## config.mk

```make
export PLATFORM = sky130hd
export DESIGN_NAME = pc_sequencer
export DESIGN_NICKNAME = d
export VERILOG_FILES = /design/src/rtl/pc_sequencer.sv
export SDC_FILE = /design/constraint.sdc
export NUM_CORES = 1
export LEC_CHECK = 0
export ABC_AREA = 1
export ABC_CLOCK_PERIOD_IN_PS = 3250
export CAP_MARGIN = 10
export CORE_MARGIN = 2
export CORE_UTILIZATION = 48
export DETAILED_ROUTE_END_ITERATION = 16
export PLACE_DENSITY = 0.79
export SYNTH_ARGS = -nofsm -noshare
export SYNTH_HDL_FRONTEND = slang
export SYNTH_SLANG_ARGS = --single-unit
```

## constraint.sdc

```tcl
create_clock -name clock -period 3.25 [get_ports clock]
set_clock_uncertainty 0.05 [all_clocks]
set_input_delay 0.8125 -clock clock [delete_from_list [all_inputs] [get_ports clock]]
set_output_delay 0.8125 -clock clock [all_outputs]
set_load 0.02 [all_outputs]
```

## src/rtl/pc_sequencer.sv

```systemverilog
// pc_sequencer: program-counter sequencer with valid/ready fetch handshake, jump/jr/branch redirect and range fault.
// Optional macro PC_SEQ_DELAY_SLOT_EN enables a single architectural delay slot.
`default_nettype none

module pc_sequencer #(
    parameter int ADDR_W     = 32,
    parameter int IMEM_DEPTH = 256,
    parameter int RESET_PC   = 0
) (
    input  logic              clock,
    input  logic              reset,
    input  logic              run,
    output logic              fetch_valid,
    input  logic              fetch_ready,
    output logic [ADDR_W-1:0] pc,
    input  logic [5:0]        opcode,
    input  logic [5:0]        funct,
    input  logic [25:0]       jump_addr,
    input  logic [ADDR_W-1:0] rs_content,
    input  logic [15:0]       immediate,
    input  logic              branch_signal,
    input  logic              alu_zero,
    output logic              halted,
    output logic              error
);

    localparam logic [1:0] ST_IDLE  = 2'd0;
    localparam logic [1:0] ST_FETCH = 2'd1;
    localparam logic [1:0] ST_HALT  = 2'd2;

    localparam logic [ADDR_W-1:0] PC_INIT  = ADDR_W'(RESET_PC);
    localparam logic [ADDR_W:0]   PC_LIMIT = (ADDR_W+1)'(IMEM_DEPTH);

    logic [1:0]        state;
    logic [1:0]        state_nxt;
    logic [ADDR_W-1:0] pc_reg;
    logic              error_reg;

    logic              transfer;
    logic              is_jump;
    logic              is_jr;
    logic              is_taken;
    logic              redirect;
    logic [ADDR_W-1:0] pc_inc;
    logic [ADDR_W-1:0] target;
    logic [ADDR_W-1:0] next_pc;
    logic              out_of_range;

    assign fetch_valid = (state == ST_FETCH);
    assign halted      = (state == ST_HALT);
    assign pc          = pc_reg;
    assign error       = error_reg;

    assign transfer = fetch_valid & fetch_ready;
    assign is_jump  = (opcode == 6'h02);
    assign is_jr    = (opcode == 6'h00) && (funct == 6'h08);
    assign is_taken = branch_signal & alu_zero;
    assign redirect = is_jump | is_jr | is_taken;
    assign pc_inc   = pc_reg + ADDR_W'(1);

    // Priority order: jump, then jr, then taken branch.
    assign target = is_jump ? ADDR_W'(jump_addr) :
                    is_jr   ? rs_content :
                              pc_inc + ADDR_W'(signed'(immediate));

`ifdef PC_SEQ_DELAY_SLOT_EN
    logic              pend_valid;
    logic [ADDR_W-1:0] pend_pc;

    // The delay-slot instruction runs at pc+1; a redirect it carries is dropped.
    assign next_pc = pend_valid ? pend_pc : pc_inc;

    always_ff @(posedge clock or posedge reset) begin
        if (reset) begin
            pend_valid <= 1'b0;
            pend_pc    <= '0;
        end else if (transfer) begin
            if (pend_valid) begin
                pend_valid <= 1'b0;
            end else if (redirect) begin
                pend_valid <= 1'b1;
                pend_pc    <= target;
            end
        end
    end
`else
    assign next_pc = redirect ? target : pc_inc;
`endif

    assign out_of_range = ({1'b0, next_pc} >= PC_LIMIT);

    always_comb begin
        state_nxt = state;
        case (state)
            ST_IDLE:  if (run) state_nxt = ST_FETCH;
            ST_FETCH: begin
                if (transfer && out_of_range) state_nxt = ST_HALT;
                else if (!run)                state_nxt = ST_IDLE;
            end
            ST_HALT:  state_nxt = ST_HALT;
            default:  state_nxt = ST_IDLE;
        endcase
    end

    always_ff @(posedge clock or posedge reset) begin
        if (reset) begin
            state     <= ST_IDLE;
            pc_reg    <= PC_INIT;
            error_reg <= 1'b0;
        end else begin
            state <= state_nxt;
            if (transfer && !out_of_range) pc_reg <= next_pc;
            if (transfer && out_of_range)  error_reg <= 1'b1;
        end
    end

endmodule

`default_nettype wire

```

==> Yosys cells after proc, flatten, opt, wreduce, memory -nomap -nowiden <==
Cells that the tools add are included.
{ "word_totals": {"elab_cells": 30, "ff_bits": 35} }
{ "classes": {"mux": 7, "bitwise_logic": 4, "n_eq_ne": 6, "order_cmp": 1, "addsub": 2, "reduce_logical": 7} }
{ "op_table": {"columns": ["operator", "n"], "rows": [
  ["32-bit 2-to-1 mux", 3],
  ["32-bit by 1-bit adder with 32-bit output, second input constant", 1],
  ["32-bit adder", 1],
  ["32-bit by 9-bit >= comparator with 1-bit output, second input constant", 1],
  ["6-bit by 2-bit equality test with 1-bit output, second input constant", 1],
  ["6-bit by 4-bit equality test with 1-bit output, second input constant", 1],
  ["6-bit zero test", 1],
  ["2-bit 2-to-1 mux", 3],
  ["2-bit case mux with 3 select lines", 1],
  ["1-bit logical AND", 3],
  ["3-bit by 2-bit != test with 1-bit output, second input constant", 1],
  ["1-bit AND", 2],
  ["2-bit by 1-bit equality test with 1-bit output, second input constant", 1],
  ["2-bit equality test, second input constant", 1],
  ["2-bit zero test", 1],
  ["2-bit != test, second input constant", 1],
  ["1-bit OR", 2],
  ["2-bit AND reduction", 1],
  ["1-bit zero test", 1]
]} }

==> Longest topological paths before layout <==
{ "logic_depth": {"depth_word": 9, "depth_mapped": 30, "ltp_nobuf": 29} }

==> Least setup slack after synthesis <==
OpenSTA, ideal clock, no wires.
{ "synth_path": {"path_type": "register -> register", "startpoint": "register pc_reg[0] (netlist: pc[0])", "endpoint": "register pc_reg[3] (netlist: pc[3])", "stages_incl_launch_ff": 28, "setup_slack_ps": -338, "period_less_slack_ps": 3588, "arrival_time_ps": 3420, "path_buffers": 1, "required_ps": 3082, "path_cell_list": "dfrtp_1 ha_1 nand3_1 nor2_2 nand2_1 nor3_2 nand4_1 nand2_1 inv_1 ha_1 nand2_1 nor2_1 inv_1 nor2_1 nand3_1 nand3_1 nand2_1 nand3_1 nand2_1 a21oi_1 nand2_1 nor2_1 nand2_1 nor2_2 nand3_4 buf_6 nand2_1 nand2_1"} }
{ "synth_via": {"elab_chain_len": 8} }
{ "synth_lines": {"columns": ["element", "line_no", "text"], "rows": [
  ["start, declared", "36", "logic [ADDR_W-1:0] pc_reg;"],
  ["start signal, assigned", "112", "if (transfer && !out_of_range) pc_reg <= next_pc;"],
  ["32-bit by 1-bit adder with 32-bit output (*)", "59", "assign pc_inc = pc_reg + ADDR_W'(1);"],
  ["32-bit adder", "64", "pc_inc + ADDR_W'(signed'(immediate));"],
  ["32-bit 2-to-1 mux", "63", "is_jr ? rs_content :"],
  ["32-bit 2-to-1 mux", "62", "assign target = is_jump ? ADDR_W'(jump_addr) :"],
  ["32-bit 2-to-1 mux (*)", "87", "assign next_pc = redirect ? target : pc_inc;"],
  ["32-bit by 9-bit >= comparator with 1-bit output", "90", "assign out_of_range = ({1'b0, next_pc} >= PC_LIMIT);"],
  ["1-bit zero test", "112", null],
  ["1-bit logical AND", "112", null]
]} }
Every way passes the cells marked *; elsewhere a longest branch is shown, timed or not.
A chain may end at the register's enable or synchronous reset.

==> Worst setup path in the final report <==
{ "layout_path": {"startpoint": "register pc_reg[16] (netlist: pc[16])", "endpoint": "register pc_reg[7] (netlist: pc[7])"} }
{ "layout_via": {"elab_chain_len": 8} }
{ "layout_lines": {"columns": ["element", "line_no"], "rows": [
  ["32-bit by 1-bit adder with 32-bit output (*)", "59"],
  ["32-bit adder", "64"],
  ["32-bit 2-to-1 mux", "63"],
  ["32-bit 2-to-1 mux", "62"],
  ["32-bit 2-to-1 mux (*)", "87"],
  ["32-bit by 9-bit >= comparator with 1-bit output (*)", "90"],
  ["1-bit zero test (*)", "112"],
  ["1-bit logical AND (*)", "112"]
]} }
Marks and branches as above.

==> flow_summary.ini <==
[place]
finalWeightedCongestion = 1.05
place_ws_ps = -723
placed_area_um2 = 9440
io_buffers = 126
hpwl_um = 19700

[setup_path]
r2r_start = pc[16]
start_kind = flip-flop
rr_worst_depth = 29
cp_data_arrival_time_ps = 4340
critPathRequiredTime_ps = 3360
path_max_fanout = 16
worstSetupPathType = reg -> reg
cp_common_cell = nand2_1
endpoint_kind = flip-flop
cp_slowest_cell = dfrtp_1
startpoint = pc[16]
critical-path-max-stage-delay_ps = 450

[detailed_routing]
viasPerCell = 5.27
detail_route.wirelength_um = 28500
drt_iter0_drc = 1063
drt_first_pass_iters = 6
vias = 9025
ant_nets = 0
post-route-drc-count = 0
wl_per_cell_um = 16.7

[clocking]
clock-sinks = 35
cts_tree = built
clock_path_buffers = 2
clock_latency_ps = 280
clk_pin_slew_ps = 60
cts_made_buffers = 5
cts-htree-levels = 2
cts_root_buf = clkbuf_16

[logic_synthesis]
yosysUniqueCellTypes = 40
synth-edff-count = 0
synthFlopType = dfrtp_1
ys_top_cells_by_count = nand2_1 (454), inv_1 (224), nor2_1 (116)
synth-seq-cells = 35
synth.largest_area_cell = nand2_1
syn_inst = 1164
avgSynthCellArea_um2 = 5.20
syn_nets = 1290
synth_most_common_cell = nand2_1
synth_top_area_frac = 0.282
ys_seq_area_frac = 0.145
async_reset_ff_frac = 1.00
yosysWarnings = 0
ys_top_cells_by_area = nand2_1 (28%), dfrtp_1 (14%), inv_1 (14%)
syn-cell-area_um2 = 6050

[finish]
multiInputGateArea_um2 = 5230
area_delta_synth_final_pct = 77.9
largest_register_ffs = 32
n_fill_cell = 760
seq_area_um2 = 892
postLayoutCellArea_um2 = 10800
antenna_cells = 0
layout-drive-gt1-share = 0.358
layout.nets = 1666

[sta]
whs_ps = 444
slew_headroom = 0.698
fin_ws_ps = -988
tightest_slew_ps = 442
timing.final.crit_share = 1.30
finalCriticalPeriod_ps = 4240
drv_slew = 0
setup_violations = 35
rsz0062_at_grt = true
max_freq_ghz = 0.236
hold_viol = 0

[power]
p_per_area_nw_per_um2 = 134
total_leakage_power_nw = 6.04
ir_drop_uv = 417
finalPower_mw = 1.44

[run_status]
status = finished with violations
violations = setup timing

[grt]
grt_pass1_vias = 8089
grt_pass1_wl_um = 38800
grt_max_degree = 36
grt.overflow.total = 0
grt_use_total = 0.366
grt_antenna_before_repair = 0

[floorplanning]
die_y_um = 116
start_util = 0.485
num_io_pins = 127
core-area_um2 = 12500
die_w_um = 116
die_area_um2 = 13500
rows = 41

[flow_run]
cap_violations = 0

[hold_path]
worst_hold_path_type = reg -> reg
min-delay-start = state[0]
whs_path_depth = 1
-- final cells by class --
cell class                      instances  share of cell area
Timing Repair Buffer                  387               0.309
Clock buffer                            8              0.0145
Tap cell                              172              0.0200
Sequential cell                        35              0.0829
Multi-Input combinational cell        862               0.486
Inverter                              249              0.0872
-- kinds of logic (layout without fill, tap and decap cells) --
kind of cell	count (synthesis)	in the layout	synth area share
AND/OR/NAND/NOR	724	724	0.504
XOR/XNOR	27	27	0.0391
buffers and inverters	267	644	0.171
AO/OA/AOI/OAI	77	77	0.0695
adder cells (fa/ha/maj)	34	34	0.0715
flip-flops	35	35	0.145
-- through the flow --
stage          instances   util  setup TNS [ps]
2_1_floorplan       1164      -           -3430
4_1_cts             1698  0.813          -13440
3_3_place_gp        1674  0.758          -21380
5_1_grt             1713  0.863          -34450
6_report            1713  0.863          -32070
3_5_place_dp        1674  0.758          -24290
-- power breakdown --
| group | switching [mW] | internal [mW] | leakage [nW] | total [mW] |
|---|---|---|---|---|
| registers | 0.000000000000000381 | 0.436 | 0.457 | 0.436 |
| logic | 0.244 | 0.254 | 5.50 | 0.498 |
| clock network | 0.179 | 0.326 | 0.0772 | 0.505 |
| total | 0.423 | 1.02 | 6.04 | 1.44 |
-- worst max-delay path, delay by kind of cell (launching register included) --
family,cells,cell delay (ps)
AOI/OAI and AO/OA,2,300
and+or+nand+nor,22,2530
buffers and inverters,4,520
adders and majority gates,1,230
DFF,1,450
-- routing by layer --
layer  routed length (um)  global-route usage
met5                    0                   0
met4                 1550               0.133
met3                 2220              0.0384
met2                13800               0.660
met1                11000               0.451
-- worst paths after layout --
kind	to	slack [ps]
max	pc[7]	-990
min	state[1]	440
max reg2reg	pc[7]	-990
min reg2reg	state[1]	440
max in group asynchronous	pc[0]	1900
min in group asynchronous	pc[17]	900
-- layout by cell type, fill, tap and decap left out, types with 3 or more instances in the layout --
cell / count
a21oi_1: 20
a21oi_2: 17
a21oi_4: 3
buf_12: 5
buf_4: 248
buf_6: 7
clkbuf_16: 6
clkdlybuf4s50_1: 126
dfrtp_1: 22
dfrtp_2: 13
ha_1: 17
ha_4: 16
inv_1: 205
inv_2: 41
nand2_1: 362
nand2_2: 77
nand2_4: 20
nand3_1: 72
nand3_2: 17
nand3_4: 5
nand3b_1: 4
nand4_1: 19
nor2_1: 80
nor2_2: 24
nor2_4: 23
nor3_1: 7
nor3_2: 3
nor3_4: 6
o2111ai_1: 3
o21ai_0: 21
xnor2_1: 10
xor2_1: 5
xor2_2: 11
-- repair_timing --
| item | in CTS | in global routing |
|---|---|---|
| endpoints found under the hold margin | 0 | 0 |
| setup endpoints to repair | 35 | 35 |
| gates cloned | 0 | 2 |
| hold buffers | 0 | 0 |
| setup buffers | 16 | 13 |
| gates resized for setup | 100 | 137 |
| pin swaps | 30 | 73 |
Power figures use the tool's default switching activity.
